## src/rtl/mandel_pkg.sv

```systemverilog
// Shared constants, types and FSM encoding for the Mandelbrot host feeder.
// Latency: n/a (declarations only).
// Backpressure: n/a.
package mandel_pkg;

  localparam int COORD_W = 14;
  localparam int ITER_W  = 7;

  // Signed Q2.12 coordinate, bits [13:12] integer part.
  typedef logic signed [COORD_W-1:0] coord_t;

  typedef enum logic [2:0] {
    IDLE   = 3'd0,
    LOAD_X = 3'd1,
    LOAD_Y = 3'd2,
    SETTLE = 3'd3,
    RUN    = 3'd4,
    RESULT = 3'd5
  } state_t;

  localparam int                WDOG_W     = 10;
  localparam logic [WDOG_W-1:0] WDOG_LIMIT = 10'd1023;

endpackage

```

## src/rtl/mandel_watchdog.sv

```systemverilog
// Watchdog counter for a pixel that never finishes; counts enabled cycles.
// Latency: expired is combinational from the count, count updates next edge.
// Backpressure: none; clr wins over en.
module mandel_watchdog
  import mandel_pkg::*;
(
  input  logic clk,
  input  logic rst_n,
  input  logic clr,
  input  logic en,
  output logic expired
);

  logic [WDOG_W-1:0] count_q;

  // Clear before the run starts, then count every enabled cycle.
  always_ff @(posedge clk or negedge rst_n) begin
    if (!rst_n) begin
      count_q <= '0;
    end else if (clr) begin
      count_q <= '0;
    end else if (en) begin
      count_q <= count_q + 1'b1;
    end
  end

  assign expired = en && (count_q == WDOG_LIMIT);

endmodule

```

## src/rtl/mandel_feeder.sv

```systemverilog
// Loads one pixel (x then y) into the Mandelbrot core and returns its result.
// Latency: load strobes 1 and 2 cycles after accept; result 1 cycle after done.
// Backpressure: req_ready only in IDLE; result held until res_ready.
// Option: MANDEL_FEEDER_TIMEOUT_EN adds a run watchdog driving res_timeout.
module mandel_feeder #(
  parameter int COORD_W = mandel_pkg::COORD_W,
  parameter int ITER_W  = mandel_pkg::ITER_W
) (
  input  logic               clk,
  input  logic               rst_n,
  input  logic               req_valid,
  output logic               req_ready,
  input  logic [COORD_W-1:0] req_cr,
  input  logic [COORD_W-1:0] req_ci,
  input  logic [ITER_W-1:0]  req_max_iter,
  output logic [COORD_W-1:0] core_value,
  output logic               core_load_x,
  output logic               core_load_en,
  input  logic               core_escaped,
  input  logic [ITER_W-1:0]  core_iter,
  output logic               res_valid,
  input  logic               res_ready,
  output logic               res_escaped,
  output logic [ITER_W-1:0]  res_iter,
  output logic               res_timeout
);

  import mandel_pkg::*;

  state_t             state_q, state_d;
  logic [COORD_W-1:0] value_q;
  logic [COORD_W-1:0] ci_q;
  logic [ITER_W-1:0]  max_q;
  logic               esc_q;
  logic [ITER_W-1:0]  iter_q;
  logic               accept;
  logic               done;
  logic               finish;

  assign accept = (state_q == IDLE) && req_valid;
  // Escape and limit both count as done; the escaped flag is taken as-is.
  assign done   = core_escaped || (core_iter == max_q);

`ifdef MANDEL_FEEDER_TIMEOUT_EN
  logic wd_expired;
  logic timeout_q;

  mandel_watchdog u_watchdog (
    .clk     (clk),
    .rst_n   (rst_n),
    .clr     (state_q == SETTLE),
    .en      (state_q == RUN),
    .expired (wd_expired)
  );

  assign finish = done || wd_expired;

  // Timeout flag only when the watchdog fires without a real completion.
  always_ff @(posedge clk or negedge rst_n) begin
    if (!rst_n) begin
      timeout_q <= 1'b0;
    end else if ((state_q == RUN) && finish) begin
      timeout_q <= !done;
    end
  end

  assign res_timeout = timeout_q;
`else
  assign finish      = done;
  assign res_timeout = 1'b0;
`endif

  // State register.
  always_ff @(posedge clk or negedge rst_n) begin
    if (!rst_n) begin
      state_q <= IDLE;
    end else begin
      state_q <= state_d;
    end
  end

  // Next-state: fixed load sequence, then wait for completion and handshake.
  always_comb begin
    state_d = state_q;
    case (state_q)
      IDLE:    if (req_valid) state_d = LOAD_X;
      LOAD_X:  state_d = LOAD_Y;
      LOAD_Y:  state_d = SETTLE;
      SETTLE:  state_d = RUN;
      RUN:     if (finish) state_d = RESULT;
      RESULT:  if (res_ready) state_d = IDLE;
      default: state_d = IDLE;
    endcase
  end

  // Capture the request, steer the value bus, and latch the core's result.
  always_ff @(posedge clk or negedge rst_n) begin
    if (!rst_n) begin
      value_q <= '0;
      ci_q    <= '0;
      max_q   <= '0;
      esc_q   <= 1'b0;
      iter_q  <= '0;
    end else begin
      if (accept) begin
        value_q <= req_cr;
        ci_q    <= req_ci;
        max_q   <= req_max_iter;
      end
      if (state_q == LOAD_X) begin
        value_q <= ci_q;
      end
      if ((state_q == RUN) && finish) begin
        esc_q  <= core_escaped;
        iter_q <= core_iter;
      end
    end
  end

  // Ready is withheld while reset is held so nothing is accepted mid-reset.
  assign req_ready    = rst_n && (state_q == IDLE);
  assign core_value   = value_q;
  assign core_load_x  = (state_q == LOAD_X);
  assign core_load_en = (state_q == LOAD_X) || (state_q == LOAD_Y);
  assign res_valid    = (state_q == RESULT);
  assign res_escaped  = esc_q;
  assign res_iter     = iter_q;

endmodule

```

## config.mk

```make
export PLATFORM = sky130hd
export DESIGN_NAME = mandel_feeder
export DESIGN_NICKNAME = d
export VERILOG_FILES = /design/src/rtl/mandel_pkg.sv /design/src/rtl/mandel_watchdog.sv /design/src/rtl/mandel_feeder.sv
export SDC_FILE = /design/constraint.sdc
export NUM_CORES = 1
export LEC_CHECK = 0
export CAP_MARGIN = 20
export CELL_PAD_IN_SITES_DETAIL_PLACEMENT = 2
export CELL_PAD_IN_SITES_GLOBAL_PLACEMENT = 2
export CORE_AREA = 2 2 85 87
export DETAILED_ROUTE_END_ITERATION = 10
export DIE_AREA = 0 0 87 89
export PLACE_DENSITY = 0.86
export SYNTH_ARGS = -nofsm -noshare
export SYNTH_HDL_FRONTEND = slang
export SYNTH_SLANG_ARGS = --single-unit
```

## constraint.sdc

```tcl
create_clock -name clk -period 3.61 [get_ports clk]
set_input_delay 1.083 -clock clk [delete_from_list [all_inputs] [get_ports clk]]
set_output_delay 1.083 -clock clk [all_outputs]
set_load 0.03 [all_outputs]
```

==> flow_summary.json, run 1 <==
{
  "synth_xor_area_frac": 0.0349,
  "via_count": 1486,
  "report.final.hold_viol_count": 0,
  "yosysTopAreaCell": "dfrtp_1",
  "grt_antenna_before_repair": 0,
  "max_cap_violations": 0,
  "cts_sinks": 46,
  "yosys.cell_types.count": 26,
  "timing.hold.ws_ns": 0.487,
  "period_share": 0.809,
  "dominant_cells_by_area_after_synthesis": "dfrtp_1 (57%), mux2_2 (16%), mux2i_1 (7.0%)",
  "critical_register_to_register_path_startpoint": "state_q[2]",
  "finalMaxSlewViolations": 0,
  "drt_first_iter_violations": 26,
  "drt.antenna.violating_nets": 0,
  "final.min_clock_period_ns": 2.92,
  "post_layout_nonfiller_instances": 310,
  "slew_headroom": 0.559,
  "number_of_synthesized_register_bits": 46,
  "worstHoldPathCells": 2,
  "grt.overflow.total": 0,
  "setup-tns-final_ns": 0,
  "io_pins": 74,
  "cts_made_buffers": 5,
  "synth-compound-area-share": 0.0512,
  "buffer_ports.inserted": 72,
  "first_global_vias": 1710,
  "post_drt_wl_per_cell_um": 16.6,
  "gp_congestion": 0.669,
  "rows": 30,
  "cts_resized": 0,
  "drive_gt1_frac": 0.200,
  "final_core_util": 0.433,
  "worst_r2r_path_depth": 4,
  "leakage_power_nw": 1.18,
  "rsz0062_at_grt": "no",
  "startpoint_type": "flop",
  "synth_area_in_adders": 0,
  "clk_latency_ns": 0.29,
  "timing.critical_path.required_ns": 2.53,
  "achievable-frequency_mhz": 342,
  "worstHoldStart": "ci_q[1]",
  "die_span_in_y_um": 89,
  "postCtsSetupBuffers": 0,
  "n_antenna_cell": 0,
  "starting_density_of_the_core": 0.299,
  "ff2ff_setup_slack_ns": 1.66,
  "worst_setup_path_end_kind": "primary output",
  "synth_simple_gate_area_share": 0.0780,
  "sequential_share_of_the_synthesized_area": 0.574,
  "finalSetupViolCount": 0,
  "layout.nets": 276,
  "synth_top_area_share": 0.574,
  "synth_cells": 157,
  "chipWidth_um": 87,
  "synth-warning-count": 0,
  "gr-usage-all-layers": 0.144,
  "clock_tree_from_tritoncts": "built",
  "synthesis.nets": 204,
  "synth_edf_count": 0,
  "critical_path.reg2reg.endpoint": "res_iter[1]",
  "detail_route.vias_per_cell": 4.79,
  "placedCellCount": 302,
  "fin_skew_ns": 0.00400,
  "critical_path_peak_fanout": 10,
  "reg_clk_slew_reported_paths_ns": 0.09,
  "synth.area.mux_share": 0.227,
  "ctsHtreeMaxLevel": 2,
  "detailedPlacementHpwl_um": 3810,
  "timing.hold.worst.class": "flop to flop",
  "ctsRootBufferMaster": "clkbuf_8",
  "filler_cell_count": 693,
  "max-clock-path-buffers": 2,
  "finalWirelength_um": 5160,
  "wire_length_of_the_first_global_routing_pass_um": 8530,
  "fp.dieArea_um2": 7740,
  "remaining_drc_errors": 0,
  "power_density_over_the_cells_nw_per_um2": 885,
  "ir_drop_uv": 266,
  "drt_first_pass_iters": 4,
  "synthesis.area_um2": 2010,
  "areaGrowthSynthToFinish_pct": 45.2,
  "hold_buffers": 0,
  "grt_max_degree": 47,
  "combinational_family_with_the_most_area_after_synthesis": "multiplexers",
  "synth_top_flop_cell": "dfrtp_1",
  "worstSetupPathType": "flop to primary output",
  "core-area_um2": 6720,
  "synth_async_sr_flop_share": 1.00,
  "run_status": "complete, no violations",
  "postSynthAreaPerCell_um2": 12.8,
  "critical_path_arrival_ns": 1.84,
  "timing_worst_slew_pin_value_ns": 0.655,
  "worst_min_delay_path_endpoint": "core_value[1]"
}
cell usage in the layout, fill, tap and decap left out, types with 4 or more instances in the layout:
cell type         n
nor2_1            4
xor2_1            7
mux2_2           28
buf_4             5
mux2i_1          14
nand2_1          16
dfrtp_1          46
clkbuf_8          5
o21ai_0          14
clkdlybuf4s50_1  70
worst max path at each step:
stage                            start     endpoint  slack [ns]  cells past startpoint
after CTS                   state_q[0]  core_load_x        0.65                      2
after detailed placement  core_iter[4]  res_iter[1]        0.56                      5
final                       state_q[0]  core_load_x        0.69                      2
after global routing        state_q[0]  core_load_x        0.57                      2
after global placement    core_iter[0]  res_iter[6]        0.69                      5
after floorplan                  rst_n    req_ready        0.44                      1
report_power, final:
part	internal (mW)	switching [mW]
sequential	0.779	0.179
combinational	0.591	0.639
clock	0.206	0.182
through the flow:
step	total power, mW	cell area (µm²)	setup slack (ns)
CTS	2.62	2910	0.648
finish	2.58	2910	0.689
floorplan	1.72	2010	0.438
detailed placement	2.22	2800	0.556
global placement	2.15	2800	0.692
global route	2.77	2910	0.574
registers in the layout, summed over array words and instances, names as in the netlist:
name	count
res_escaped	1
core_value	14
max_q	7
res_iter	7
ci_q	14
state_q	3
synthesized netlist by cell type (2+ instances only):
| cell type | number |
|---|---|
| buf_2 | 5 |
| mux2_2 | 28 |
| clkbuf_1 | 3 |
| buf_4 | 2 |
| nand2_1 | 16 |
| dfrtp_1 | 46 |
| nor2_1 | 4 |
| nor4b_1 | 2 |
| mux2i_1 | 14 |
| nand3b_1 | 2 |
| xor2_1 | 7 |
| o21ai_0 | 14 |
routing by layer:
layer	global-route usage	share of wire
met1	0.168	0.41
met2	0.271	0.55
met3	0.0305	0.037
met4	0.0341	0.0085
met5	0	0
critical path, cell delays in order (launching register included):
cell	delay [ns]
dfrtp_1	0.54
nor3b_2	0.27
clkdlybuf4s50_1	0.74
logic make-up after synthesis:
| kind of cell | Yosys count |
|---|---|
| xor+xnor | 8 |
| buf+inv | 12 |
| compound gates | 18 |
| simple gates | 30 |
| flops | 46 |
| other cells | 1 |
| mux | 42 |
layout make-up:
cell class / count / area (µm²) / share of cell area
flip-flops and latches: 46 / 1150 / 0.395
multi-input cells: 99 / 800 / 0.275
repair buffers: 76 / 743 / 0.255
well taps: 80 / 100 / 0.0344
clock buffers: 5 / 68.8 / 0.0236
clock inverters: 3 / 45.0 / 0.0155
inverters: 1 / 3.75 / 0.00129
Note: power is estimated with default switching activity, not from simulation.
==> run 2, diff against run 1 <==
--- a/config.mk
+++ b/config.mk
@@ -8,10 +8,10 @@
 export CAP_MARGIN = 20
 export CELL_PAD_IN_SITES_DETAIL_PLACEMENT = 2
 export CELL_PAD_IN_SITES_GLOBAL_PLACEMENT = 2
-export CORE_AREA = 2 2 85 87
+export CORE_AREA = 2 2 88 90
 export DETAILED_ROUTE_END_ITERATION = 10
-export DIE_AREA = 0 0 87 89
-export PLACE_DENSITY = 0.86
+export DIE_AREA = 0 0 90 92
+export PLACE_DENSITY = 0.81
 export SYNTH_ARGS = -nofsm -noshare
 export SYNTH_HDL_FRONTEND = slang
 export SYNTH_SLANG_ARGS = --single-unit
==> constraint.sdc (replaced) <==
create_clock -name clk -period 3.1 [get_ports clk]
set_input_delay 0.93 -clock clk [delete_from_list [all_inputs] [get_ports clk]]
set_output_delay 0.93 -clock clk [all_outputs]
set_load 0.03 [all_outputs]
==> run 2 against run 1 <==
Utilization down 3.9 points. Clock skew increased by 0.0040 ns. Power rose by 16%. Combinational power rose by 16%. Global-route usage fell by 0.78 points. Count of clock-buffer cells in the layout unchanged. Flip-flop and latch count unchanged. Critical path depth unchanged.
==> flow_summary.json, run 2 (same netlist as run 1, synthesis figures left out) <==
{
  "grt.overflow.total": 0,
  "core-area_um2": 7450,
  "placedCellCount": 324,
  "cts_resized": 0,
  "power_density_over_the_cells_nw_per_um2": 1020,
  "detailedPlacementHpwl_um": 3810,
  "worst_r2r_path_depth": 4,
  "drt_first_pass_iters": 2,
  "max-clock-path-buffers": 2,
  "startpoint_type": "flop",
  "chipWidth_um": 90,
  "critical_path_arrival_ns": 1.84,
  "ctsRootBufferMaster": "clkbuf_8",
  "max_cap_violations": 0,
  "grt_max_degree": 47,
  "gr-usage-all-layers": 0.137,
  "starting_density_of_the_core": 0.269,
  "placedInstanceArea_um2": 2830,
  "n_antenna_cell": 0,
  "buffer_ports.inserted": 72,
  "grt_antenna_before_repair": 0,
  "setup-tns-final_ns": 0,
  "worst_setup_path_end_kind": "primary output",
  "post_layout_nonfiller_instances": 332,
  "clock_tree_from_tritoncts": "built",
  "period_share": 0.892,
  "postCtsSetupBuffers": 0,
  "timing_worst_slew_pin_value_ns": 0.602,
  "commonest_non_fill_non_tap_cells_in_the_layout": "clkdlybuf4s50_1 (70), dfrtp_1 (46), mux2_2 (28)",
  "run_status": "complete, no violations",
  "rsz0062_at_grt": "no",
  "detail_route.vias_per_cell": 4.43,
  "gp_congestion": 0.668,
  "areaGrowthSynthToFinish_pct": 46.3,
  "finalSetupViolCount": 0,
  "finalMaxSlewViolations": 0,
  "drt.antenna.violating_nets": 0,
  "leakage_power_nw": 1.18,
  "final.min_clock_period_ns": 2.77,
  "clk_latency_ns": 0.30,
  "drive_gt1_frac": 0.200,
  "ir_drop_uv": 270,
  "ctsHtreeMaxLevel": 2,
  "wire_length_of_the_first_global_routing_pass_um": 8960,
  "cts_sinks": 46,
  "reg_clk_slew_reported_paths_ns": 0.09,
  "via_count": 1470,
  "hold_buffers": 0,
  "fin_skew_ns": 0.00803,
  "die_span_in_y_um": 92,
  "remaining_drc_errors": 0,
  "timing.critical_path.required_ns": 2.17,
  "final_cell_area_um2": 2930,
  "timing.hold.worst.class": "flop to flop",
  "rows": 32,
  "worstHoldPathCells": 2,
  "worstSetupPathType": "flop to primary output",
  "report.final.hold_viol_count": 0,
  "fp.dieArea_um2": 8280,
  "first_global_vias": 1738,
  "finalWirelength_um": 5200,
  "critical_path_peak_fanout": 10,
  "cts_made_buffers": 5,
  "filler_cell_count": 794,
  "layout.nets": 276,
  "io_pins": 74,
  "drt_first_iter_violations": 50,
  "most_common_library_cell_in_the_layout_ignoring_fill_and_taps": "clkdlybuf4s50_1",
  "ff2ff_setup_slack_ns": 1.14,
  "slew_headroom": 0.599,
  "post_drt_wl_per_cell_um": 15.7,
  "achievable-frequency_mhz": 361
}
==> run 2: cell count changes in the layout (fill, tap and decap cells not counted) <==
cell and change:
clkinv_2 +2, clkinvlp_4 -2
==> run 2: layer usage <==
layer,vias up,share of wire,global-route usage
li1,683,-,-
met1,739,0.44,0.164
met2,41,0.51,0.241
met3,7,0.046,0.0312
met4,0,0.013,0.0462
met5,-,0,0
==> run 2: area by class of cell <==
class / instances / area [µm²] / area share
flip-flops and latches: 46 / 1150 / 0.392
multi-input cells: 99 / 800 / 0.272
repair buffers: 76 / 743 / 0.253
well taps: 102 / 128 / 0.0435
clock buffers: 5 / 68.8 / 0.0235
clock inverters: 3 / 40.0 / 0.0136
inverters: 1 / 3.75 / 0.00128
==> run 2: critical path: stages (launching register included) <==
cell	delay (ns)
dfrtp_1	0.55
nor3b_2	0.27
clkdlybuf4s50_1	0.73
==> run 2: power by group <==
group	total [mW]	internal (mW)	leakage (nW)	switching, mW
sequential	1.12	0.907	0.553	0.209
clock	0.445	0.238	0.0579	0.207
combinational	1.43	0.688	0.574	0.742
==> run 2: final timing paths <==
| kind | from | endpoint |
|---|---|---|
| setup / recovery | state_q[0] | core_load_x |
| hold / removal | ci_q[7] | core_value[7] |
| setup reg to reg | state_q[2] | res_iter[4] |
| hold reg to reg | ci_q[7] | core_value[7] |
| max in group asynchronous | rst_n | ci_q[4] |
| min in group asynchronous | rst_n | res_iter[6] |
==> run 2: through the flow <==
step	power [mW]	setup slack, ns	hold WS, ns	util
floorplan	2.01	0.234	0.446	-
global placement	2.51	0.384	0.454	0.379
detailed placement	2.59	0.245	0.466	0.379
CTS	3.05	0.298	0.492	0.394
global route	3.21	0.209	0.523	0.394
finish	2.99	0.333	0.488	0.394
==> run 3, diff against run 2 <==
--- a/config.mk
+++ b/config.mk
@@ -11,7 +11,7 @@
 export CORE_AREA = 2 2 88 90
 export DETAILED_ROUTE_END_ITERATION = 10
 export DIE_AREA = 0 0 90 92
-export PLACE_DENSITY = 0.81
+export PLACE_DENSITY = 0.88
 export SYNTH_ARGS = -nofsm -noshare
 export SYNTH_HDL_FRONTEND = slang
 export SYNTH_SLANG_ARGS = --single-unit
==> run 3 against run 2 <==
Global-route usage down 0.57 points. Combinational power about the same. Clock skew up 0.00089 ns. Via count down 0.68%. First-iteration DRC count down 8.0%. Clock power down 22%. Critical path type unchanged. Largest cell class unchanged.
==> flow_summary.json, run 3 (same netlist as run 1, synthesis figures left out) <==
{
  "startpoint_type": "flop",
  "finalWirelength_um": 5160,
  "remaining_drc_errors": 0,
  "fin_skew_ns": 0.00892,
  "commonest_non_fill_non_tap_cells_in_the_layout": "clkdlybuf4s50_1 (69), dfrtp_1 (46), mux2_2 (28)",
  "max_cap_violations": 0,
  "most_common_library_cell_in_the_layout_ignoring_fill_and_taps": "clkdlybuf4s50_1",
  "critical_path_peak_fanout": 10,
  "ctsRootBufferMaster": "clkbuf_8",
  "gr-usage-all-layers": 0.131,
  "timing.hold.worst.class": "flop to flop",
  "grt_antenna_before_repair": 0,
  "timing_worst_slew_pin_value_ns": 0.601,
  "core-area_um2": 7450,
  "grt_max_degree": 47,
  "rows": 32,
  "timing.hold.ws_ns": 0.480,
  "io_pins": 74,
  "run_status": "complete, no violations",
  "slew_headroom": 0.600,
  "finalMaxSlewViolations": 0,
  "worst_setup_path_end_kind": "primary output",
  "layout.nets": 276,
  "n_antenna_cell": 0,
  "final_cell_area_um2": 2900,
  "drt.antenna.violating_nets": 0,
  "via_count": 1460,
  "timing.critical_path.required_ns": 2.17,
  "report.final.hold_viol_count": 0,
  "ir_drop_uv": 291,
  "max-clock-path-buffers": 2,
  "areaGrowthSynthToFinish_pct": 44.7,
  "drt_first_pass_iters": 3,
  "detailedPlacementHpwl_um": 3930,
  "cts_sinks": 46,
  "critical_path_arrival_ns": 1.80,
  "setup-tns-final_ns": 0,
  "leakage_power_nw": 1.17,
  "final.min_clock_period_ns": 2.73,
  "die_span_in_y_um": 92,
  "worstSetupPathType": "flop to primary output",
  "fp.dieArea_um2": 8280,
  "design_power_total_mw": 2.90,
  "ctsHtreeMaxLevel": 2,
  "reg_clk_slew_reported_paths_ns": 0.09,
  "gp_congestion": 0.692,
  "placedInstanceArea_um2": 2820,
  "first_global_vias": 1719,
  "clk_latency_ns": 0.29,
  "finalSetupViolCount": 0,
  "postCtsSetupBuffers": 0,
  "wire_length_of_the_first_global_routing_pass_um": 8570,
  "achievable-frequency_mhz": 366,
  "drive_gt1_frac": 0.201,
  "power_density_over_the_cells_nw_per_um2": 1000,
  "chipWidth_um": 90,
  "grt.overflow.total": 0,
  "starting_density_of_the_core": 0.269,
  "buffer_ports.inserted": 72,
  "cts_resized": 0,
  "period_share": 0.882,
  "drt_first_iter_violations": 46,
  "clock_tree_from_tritoncts": "built",
  "post_drt_wl_per_cell_um": 15.6,
  "rsz0062_at_grt": "no",
  "cts_made_buffers": 5,
  "final_core_util": 0.390,
  "detail_route.vias_per_cell": 4.41,
  "hold_buffers": 0
}
## run 3: cell count changes in the layout (fill, tap and decap cells not counted)
cell,change
buf_4,+1
bufinv_16,-1
clkdlybuf4s50_1,-1
## run 3: final timing paths
kind | startpoint | to | slack [ns] | depth (start not counted)
max | state_q[0] | core_load_en | 0.37 | 3
min | ci_q[6] | core_value[6] | 0.48 | 2
max reg2reg | state_q[2] | res_iter[6] | 1.14 | 4
min reg2reg | ci_q[6] | core_value[6] | 0.48 | 2
max in group asynchronous | rst_n | ci_q[11] | 1.95 | 2
min in group asynchronous | rst_n | res_iter[1] | 0.74 | 2
## run 3: area by class of cell
| cell class | instances | area [µm²] |
|---|---|---|
| Clock buffer | 5 | 68.8 |
| Inverter | 1 | 3.75 |
| Timing Repair Buffer | 76 | 741 |
| Sequential cell | 46 | 1150 |
| Multi-Input combinational cell | 99 | 800 |
| Fill cell | 809 | 4550 |
| Tap cell | 102 | 128 |
| Clock inverter | 2 | 10.0 |
## run 3: stage by stage
stage / worst slack, ns / std cells
after floorplan: 0.234 / 157
after global placement: 0.408 / 324
after detailed placement: 0.242 / 324
after CTS: 0.344 / 331
after global routing: 0.255 / 331
final: 0.367 / 331
## run 3: worst max-delay path, stage by stage, from the launching register on
cell and delay, ns:
dfrtp_1 0.50, xnor2_1 0.20, nor2_1 0.12, clkdlybuf4s50_1 0.69
## run 3: where the power goes
part           total (mW)  internal, mW  leakage [nW]  switching (mW)
clock               0.347         0.152        0.0438           0.196
sequential           1.12         0.907         0.553           0.209
combinational        1.44         0.686         0.575           0.751
total                2.90          1.74          1.17            1.16
## run 3: layer usage
layer	GRT usage	up-vias	share of wire
met5	0	-	0
met3	0.0386	6	0.053
met4	0.0385	0	0.011
li1	-	686	-
met1	0.156	726	0.43
met2	0.229	42	0.50
